## config.mk

```make
export PLATFORM = sky130hd
export DESIGN_NAME = snake_engine_flat
export DESIGN_NICKNAME = d
export VERILOG_FILES = /design/src/rtl/snake_if.sv /design/src/rtl/snake_engine.sv /design/src/flat_wrapper.sv
export SDC_FILE = /design/constraint.sdc
export NUM_CORES = 1
export LEC_CHECK = 0
export CAP_MARGIN = 20
export CELL_PAD_IN_SITES_DETAIL_PLACEMENT = 1
export CELL_PAD_IN_SITES_GLOBAL_PLACEMENT = 2
export CORE_MARGIN = 5
export CORE_UTILIZATION = 45
export CTS_CLUSTER_DIAMETER = 40
export DETAILED_ROUTE_END_ITERATION = 6
export PLACE_DENSITY_LB_ADDON = 0.08
export SLEW_MARGIN = 10
export SYNTH_ARGS = -nofsm -noshare
export SYNTH_HDL_FRONTEND = slang
export SYNTH_SLANG_ARGS = --single-unit
```

## constraint.sdc

```tcl
create_clock -name clk -period 5.2 [get_ports clk]
set_input_delay 1.56 -clock clk [delete_from_list [all_inputs] [get_ports clk]]
set_output_delay 1.56 -clock clk [all_outputs]
set_load 0.05 [all_outputs]
```

## src/rtl/snake_if.sv

```systemverilog
// Bus between the snake core and its neighbours: direction/grow/go requests
// in, pixel stream plus head/length/status out.
interface snake_if #(
    parameter int X_W   = 8,
    parameter int Y_W   = 7,
    parameter int LEN_W = 7
);
    logic             go;
    logic [3:0]       dir_in;
    logic             grow;
    logic [X_W-1:0]   x;
    logic [Y_W-1:0]   y;
    logic [2:0]       colour_out;
    logic             plotEn;
    logic [X_W-1:0]   head_x;
    logic [Y_W-1:0]   head_y;
    logic [LEN_W-1:0] length;
    logic             busy;
    logic             dead;
    logic             food_en;

    modport master (
        output go, dir_in, grow,
        input  x, y, colour_out, plotEn, head_x, head_y, length, busy, dead, food_en
    );
    modport slave (
        input  go, dir_in, grow,
        output x, y, colour_out, plotEn, head_x, head_y, length, busy, dead, food_en
    );
endinterface

```

## src/rtl/snake_engine.sv

```systemverilog
// Snake game core: direction filter, move sequencer and ring-buffer body store.
// Define SNAKE_WRAP_EN to make the playfield toroidal instead of walls killing the snake.
module snake_engine #(
    parameter int       X_W      = 8,
    parameter int       Y_W      = 7,
    parameter int       GRID_W   = 160,
    parameter int       GRID_H   = 120,
    parameter int       MAX_LEN  = 64,
    parameter int       INIT_LEN = 4,
    parameter int       START_X  = 80,
    parameter int       START_Y  = 60,
    parameter logic [2:0] BODY_COL = 3'b010,
    parameter logic [2:0] BG_COL   = 3'b000
) (
    input  logic     clk,
    input  logic     rst,
    snake_if.slave   bus
);
    localparam int A_W   = $clog2(MAX_LEN);
    localparam int LEN_W = A_W + 1;
    localparam int D_W   = X_W + Y_W;
    localparam logic [3:0] DIR_U = 4'b1000;
    localparam logic [3:0] DIR_D = 4'b0100;
    localparam logic [3:0] DIR_L = 4'b0010;
    localparam logic [3:0] DIR_R = 4'b0001;

    typedef enum logic [2:0] {
        S_INIT, S_IDLE, S_CALC, S_CHECK, S_ERASE, S_DRAW, S_DONE, S_DEAD
    } state_t;

    state_t           r_state;
    logic [D_W-1:0]   r_mem [MAX_LEN];
    logic [D_W-1:0]   r_rd_data;
    logic [A_W-1:0]   r_head_ptr, r_tail_ptr;
    logic [LEN_W-1:0] r_idx, r_len;
    logic [X_W-1:0]   r_head_x, r_nxt_x, r_tail_x, r_x;
    logic [Y_W-1:0]   r_head_y, r_nxt_y, r_tail_y, r_y;
    logic [3:0]       r_dir, r_last_dir;
    logic [2:0]       r_col;
    logic             r_plot, r_food, r_dead, r_busy, r_grow_pend, r_eat;

    logic [3:0]       w_dir_ref, w_rev;
    logic             w_dir_ok, w_off, w_wall_hit, w_we;
    logic [X_W-1:0]   w_nxt_x, w_init_x;
    logic [Y_W-1:0]   w_nxt_y;
    logic [A_W-1:0]   w_rd_addr, w_wr_addr;
    logic [D_W-1:0]   w_wr_data;

    // A request made during CALC is judged against the direction being committed now.
    assign w_dir_ref = (r_state == S_CALC) ? r_dir : r_last_dir;
    assign w_rev     = {w_dir_ref[2], w_dir_ref[3], w_dir_ref[0], w_dir_ref[1]};
    assign w_dir_ok  = $onehot(bus.dir_in) && (bus.dir_in != w_rev);

    always_comb begin
        w_nxt_x = r_head_x;
        w_nxt_y = r_head_y;
        w_off   = 1'b0;
        case (r_dir)
            DIR_U: if (r_head_y == '0) begin
                       w_off = 1'b1; w_nxt_y = Y_W'(GRID_H - 1);
                   end else w_nxt_y = r_head_y - Y_W'(1);
            DIR_D: if (r_head_y == Y_W'(GRID_H - 1)) begin
                       w_off = 1'b1; w_nxt_y = '0;
                   end else w_nxt_y = r_head_y + Y_W'(1);
            DIR_L: if (r_head_x == '0) begin
                       w_off = 1'b1; w_nxt_x = X_W'(GRID_W - 1);
                   end else w_nxt_x = r_head_x - X_W'(1);
            default: if (r_head_x == X_W'(GRID_W - 1)) begin
                       w_off = 1'b1; w_nxt_x = '0;
                   end else w_nxt_x = r_head_x + X_W'(1);
        endcase
    end

`ifdef SNAKE_WRAP_EN
    assign w_wall_hit = 1'b0;
`else
    assign w_wall_hit = w_off;
`endif

    // Read is registered, so CALC prefetches the tail and CHECK runs one entry ahead.
    assign w_rd_addr = (r_state == S_CALC) ? r_tail_ptr
                                           : r_tail_ptr + r_idx[A_W-1:0] + A_W'(1);
    assign w_init_x  = X_W'(START_X) - X_W'(r_idx);
    assign w_we      = (r_state == S_INIT) || (r_state == S_DRAW);
    assign w_wr_addr = (r_state == S_INIT) ? A_W'(INIT_LEN - 1) - r_idx[A_W-1:0]
                                           : r_head_ptr + A_W'(1);
    assign w_wr_data = (r_state == S_INIT) ? {w_init_x, Y_W'(START_Y)} : {r_nxt_x, r_nxt_y};

    always_ff @(posedge clk) begin
        if (w_we) r_mem[w_wr_addr] <= w_wr_data;
        r_rd_data <= r_mem[w_rd_addr];
    end

    always_ff @(posedge clk or negedge rst) begin
        if (!rst) begin
            r_state     <= S_INIT;
            r_x         <= '0;
            r_y         <= '0;
            r_col       <= '0;
            r_plot      <= 1'b0;
            r_food      <= 1'b0;
            r_dead      <= 1'b0;
            r_busy      <= 1'b1;
            r_dir       <= DIR_R;
            r_last_dir  <= DIR_R;
            r_grow_pend <= 1'b0;
            r_eat       <= 1'b0;
            r_head_x    <= X_W'(START_X);
            r_head_y    <= Y_W'(START_Y);
            r_nxt_x     <= '0;
            r_nxt_y     <= '0;
            r_tail_x    <= '0;
            r_tail_y    <= '0;
            r_len       <= LEN_W'(INIT_LEN);
            r_idx       <= '0;
            r_head_ptr  <= A_W'(INIT_LEN - 1);
            r_tail_ptr  <= '0;
        end else begin
            r_plot <= 1'b0;
            r_food <= 1'b0;
            if (w_dir_ok) r_dir <= bus.dir_in;
            if (bus.grow)                 r_grow_pend <= 1'b1;
            else if (r_state == S_CALC)   r_grow_pend <= 1'b0;

            case (r_state)
                S_INIT: begin
                    r_x    <= w_init_x;
                    r_y    <= Y_W'(START_Y);
                    r_col  <= BODY_COL;
                    r_plot <= 1'b1;
                    if (r_idx == LEN_W'(INIT_LEN - 1)) begin
                        r_idx   <= '0;
                        r_busy  <= 1'b0;
                        r_state <= S_IDLE;
                    end else begin
                        r_idx <= r_idx + LEN_W'(1);
                    end
                end
                S_IDLE: if (bus.go) begin
                    r_busy  <= 1'b1;
                    r_state <= S_CALC;
                end
                S_CALC: begin
                    r_last_dir <= r_dir;
                    r_nxt_x    <= w_nxt_x;
                    r_nxt_y    <= w_nxt_y;
                    r_eat      <= r_grow_pend && (r_len < LEN_W'(MAX_LEN));
                    r_idx      <= '0;
                    if (w_wall_hit) begin
                        r_dead  <= 1'b1;
                        r_state <= S_DEAD;
                    end else begin
                        r_state <= S_CHECK;
                    end
                end
                S_CHECK: begin
                    if (r_idx == '0) {r_tail_x, r_tail_y} <= r_rd_data;
                    // The tail vacates its cell this move unless the snake is growing.
                    if ((r_rd_data == {r_nxt_x, r_nxt_y}) && (r_eat || (r_idx != '0))) begin
                        r_dead  <= 1'b1;
                        r_state <= S_DEAD;
                    end else if (r_idx == r_len - LEN_W'(1)) begin
                        r_state <= r_eat ? S_DRAW : S_ERASE;
                    end else begin
                        r_idx <= r_idx + LEN_W'(1);
                    end
                end
                S_ERASE: begin
                    r_x        <= r_tail_x;
                    r_y        <= r_tail_y;
                    r_col      <= BG_COL;
                    r_plot     <= 1'b1;
                    r_tail_ptr <= r_tail_ptr + A_W'(1);
                    r_state    <= S_DRAW;
                end
                S_DRAW: begin
                    r_x        <= r_nxt_x;
                    r_y        <= r_nxt_y;
                    r_col      <= BODY_COL;
                    r_plot     <= 1'b1;
                    r_head_x   <= r_nxt_x;
                    r_head_y   <= r_nxt_y;
                    r_head_ptr <= r_head_ptr + A_W'(1);
                    if (r_eat) r_len <= r_len + LEN_W'(1);
                    r_state    <= S_DONE;
                end
                S_DONE: begin
                    r_food  <= 1'b1;
                    r_busy  <= 1'b0;
                    r_state <= S_IDLE;
                end
                S_DEAD: begin
                    r_dead <= 1'b1;
                    r_busy <= 1'b1;
                end
                default: r_state <= S_DEAD;
            endcase
        end
    end

    assign bus.x          = r_x;
    assign bus.y          = r_y;
    assign bus.colour_out = r_col;
    assign bus.plotEn     = r_plot;
    assign bus.head_x     = r_head_x;
    assign bus.head_y     = r_head_y;
    assign bus.length     = r_len;
    assign bus.busy       = r_busy;
    assign bus.dead       = r_dead;
    assign bus.food_en    = r_food;
endmodule

```

## src/flat_wrapper.sv

```systemverilog
// flat-port wrapper written by rule: the top's interface ports become plain ports
module snake_engine_flat 
#(
    parameter int       X_W      = 8,
    parameter int       Y_W      = 7,
    parameter int       GRID_W   = 160,
    parameter int       GRID_H   = 120,
    parameter int       MAX_LEN  = 64,
    parameter int       INIT_LEN = 4,
    parameter int       START_X  = 80,
    parameter int       START_Y  = 60,
    parameter logic [2:0] BODY_COL = 3'b010,
    parameter logic [2:0] BG_COL   = 3'b000
)
  (clk, rst, bus_go, bus_dir_in, bus_grow, bus_x, bus_y, bus_colour_out, bus_plotEn, bus_head_x, bus_head_y, bus_length, bus_busy, bus_dead, bus_food_en);
  snake_if #(.X_W(X_W), .Y_W(Y_W)) bus_i ();
  input  logic clk;
  input  logic rst;
  input wire logic [$bits(bus_i.go)-1:0] bus_go;
  input wire logic [$bits(bus_i.dir_in)-1:0] bus_dir_in;
  input wire logic [$bits(bus_i.grow)-1:0] bus_grow;
  output wire logic [$bits(bus_i.x)-1:0] bus_x;
  output wire logic [$bits(bus_i.y)-1:0] bus_y;
  output wire logic [$bits(bus_i.colour_out)-1:0] bus_colour_out;
  output wire logic [$bits(bus_i.plotEn)-1:0] bus_plotEn;
  output wire logic [$bits(bus_i.head_x)-1:0] bus_head_x;
  output wire logic [$bits(bus_i.head_y)-1:0] bus_head_y;
  output wire logic [$bits(bus_i.length)-1:0] bus_length;
  output wire logic [$bits(bus_i.busy)-1:0] bus_busy;
  output wire logic [$bits(bus_i.dead)-1:0] bus_dead;
  output wire logic [$bits(bus_i.food_en)-1:0] bus_food_en;
  assign bus_i.go = bus_go;
  assign bus_i.dir_in = bus_dir_in;
  assign bus_i.grow = bus_grow;
  assign bus_x = bus_i.x;
  assign bus_y = bus_i.y;
  assign bus_colour_out = bus_i.colour_out;
  assign bus_plotEn = bus_i.plotEn;
  assign bus_head_x = bus_i.head_x;
  assign bus_head_y = bus_i.head_y;
  assign bus_length = bus_i.length;
  assign bus_busy = bus_i.busy;
  assign bus_dead = bus_i.dead;
  assign bus_food_en = bus_i.food_en;
  snake_engine #(.X_W(X_W), .Y_W(Y_W), .GRID_W(GRID_W), .GRID_H(GRID_H), .MAX_LEN(MAX_LEN), .INIT_LEN(INIT_LEN), .START_X(START_X), .START_Y(START_Y), .BODY_COL(BODY_COL), .BG_COL(BG_COL)) u_core (.clk(clk), .rst(rst), .bus(bus_i));
endmodule
```

==> metrics.cfg <==
[timing]
max_slew_margin_pct=23.2
hold_viol=0
drv_slew=0
fin_setup_tns_ps=0
min_period_ps=4600
tightestPinTransition_ps=1150
fmax_mhz=217
min_period_over_period_pct=88.5
setup_violations=0
rsz0062_at_grt=no
finClkSkew_ps=29.9

[clock_network]
clk_pin_slew_ps=50
post_cts_buffers=0
hold_buffers=0
clkLatencyLatePin_ps=750
cts-buffers-inserted=153
ctsResizeCount=0
cts_sinks=1079
clock_tree.root_cell=clkbuf_16
htree_levels=4
cts_tree=done
clockBufferDepth=3

[floorplan]
die_h_um=323
initial_core_util_pct=45.4
dieArea_sq_um=104000
core-area_sq_um=96900
top_level_ports=52
die_x_um=323
rows=114

[critical_path]
crit_path_end_kind=flop
path_max_fanout=42
path_class=reg2reg
cp-start-kind=flop
arrival_ps=5280
required_ps=5880

[global_route]
grt_overflow=0
busiest_layer=met2
antenna_found_initial=9
grt_pass1_vias=30000
grt_pass1_wl_um=206000
grt_util_all_layers_pct=26.9
use_met3_pct=3.80
grtUsageMet2_pct=43.2
grtUsageMet1_pct=38.7
grt_max_degree=93

[cells_and_area]
layout.nets=3454
area_growth_pct=18.3
drive_gt1_share_pct=14.1

[synthesis]
ys.flop_type=edfxtp_1
synthCells=3272
avgSynthCellArea_sq_um=13.4
synthTopCellsByCount=edfxtp_1 (960), nand2_1 (635), a21oi_1 (440), a221oi_1 (211), nor2_1 (138)
async_flop_share_pct=9.64
synth.most_common_cell=edfxtp_1
yosysUniqueCellTypes=72
yosysSeqAreaShare_pct=72.2
ys_seq_elements=1079
synth_area_leader_cell=edfxtp_1
ys_warn_count=0
synth_top_area_share_pct=65.5
yosys-top-cells-area=edfxtp_1 (66%), nand2_1 (5.4%), dfrtp_1 (5.2%)
syn-cell-area_sq_um=44000
synth-edff-count=960

[placed_design]
portBuffers=49
hpwl_um=87200
place_congestion=0.823

[run]
maxCapViolations=0

[run_status]
status=complete, no violations

[route]
detail-route-antenna-nets=0
routed_wl_um=141000
via_count=29300
vias_per_cell=6.06
dr.first_iter.drc_count=2856
drc=0
drt_pass1_iterations=5
wl_per_cell_um=29.2

[min_path]
holdCritPathClass=reg2reg

path summary, 6_finish.rpt:
| path | startpoint | slack [ps] | cells past startpoint | end |
|---|---|---|---|---|
| min in group asynchronous | rst | 840 | 1 | u_core.bus.length[6]$_DFFE_PN0P_ |
| worst min-delay path | u_core.r_head_ptr[1]$_DFFE_PN1N_ | 470 | 2 | u_core.r_head_ptr[1]$_DFFE_PN1N_ |
| worst max register to register | u_core.r_idx[0]$_DFFE_PN0P_ | 600 | 12 | u_core.r_rd_data[3]$_DFF_P_ |
| max in group asynchronous | rst | 3380 | 2 | u_core.r_dir[0]$_DFFE_PN1P_ |
| worst min register to register | u_core.r_head_ptr[1]$_DFFE_PN1N_ | 470 | 2 | u_core.r_head_ptr[1]$_DFFE_PN1N_ |
| worst max-delay path | u_core.r_idx[0]$_DFFE_PN0P_ | 600 | 12 | u_core.r_rd_data[3]$_DFF_P_ |
kinds of logic after synthesis:
| kind of cell | Yosys count | synth area share, % |
|---|---|---|
| DFF | 1079 | 72.2 |
| and+or+nand+nor | 962 | 9.35 |
| AOI/OAI and AO/OA | 819 | 11.9 |
| buffers and inverters | 252 | 2.73 |
| xor gates and xnor gates | 72 | 1.43 |
| muxes | 63 | 1.66 |
| adders and majority gates | 24 | 0.717 |
| other | 1 | 0.00852 |
through the flow:
stage | hold WS (ps) | util, % | setup WS [ps] | std cells | instance area (sq um)
after CTS | 473 | 53.7 | 657 | 4826 | 52000
after detailed placement | 465 | 48.3 | 665 | 4543 | 46700
after global routing | 501 | 53.7 | 524 | 4826 | 52000
after floorplan | 449 | - | 670 | 3273 | 44000
after global placement | 451 | 48.2 | 696 | 4541 | 46700
final | 472 | 53.7 | 599 | 4830 | 52000
registers in the layout (all words and copies together), names as in the netlist, 3 cells and up:
register / flops
u_core.r_tail_ptr: 6
u_core.r_last_dir: 4
u_core.bus.head_y: 7
u_core.bus.y: 7
u_core.r_nxt_x: 8
u_core.bus.x: 8
u_core.r_tail_x: 8
u_core.r_state: 3
u_core.r_head_ptr: 6
u_core.r_idx: 7
u_core.bus.length: 7
u_core.r_nxt_y: 7
u_core.r_dir: 4
u_core.r_tail_y: 7
u_core.bus.head_x: 8
u_core.r_rd_data: 15
u_core.r_mem: 960
cell type report:
class                   count  area (sq um)
inverters                  25          93.8
flip-flops and latches   1079         31700
well taps                1276          1600
clock inverters           100          1120
multi-input cells        1942         11200
clock buffers             183          4160
fillers                  9340         44800
repair buffers            221          2070
diodes                      4          10.0
placed cells by master, fill, tap and decap left out, types with 27 or more instances in the layout:
cell type / Yosys / routed
a21oi_1: 440 / 438
a221oi_1: 211 / 211
nand3_1: 48 / 48
o21ai_0: 39 / 33
xnor2_1: 51 / 51
clkbuf_16: 0 / 163
mux2_2: 30 / 30
nor2_1: 138 / 137
or4_1: 48 / 48
edfxtp_1: 960 / 960
dfrtp_1: 92 / 92
mux2i_1: 28 / 27
clkdlybuf4s50_1: 0 / 48
o22ai_1: 29 / 29
nand2_1: 635 / 634
buf_4: 15 / 150
worst max-delay path: stages (launching register included):
cell and delay [ps]:
dfrtp_1 470, inv_1 270, ha_1 230, inv_1 60, fa_1 500, a21oi_4 550
buf_4 360, buf_4 470, a21oi_1 160, a221oi_1 740, or4_1 400, o22ai_1 140
nor2_1 130
routing by layer:
metal / part of all wire, % / wire length (um)
met1: 44 / 62500
met2: 47 / 66800
met3: 5.6 / 7870
met4: 2.7 / 3840
met5: 0.0092 / 13
Power is left out: the tool's default activity adds up to more than one toggle a clock period on the data nets, which glitch-free logic cannot reach.
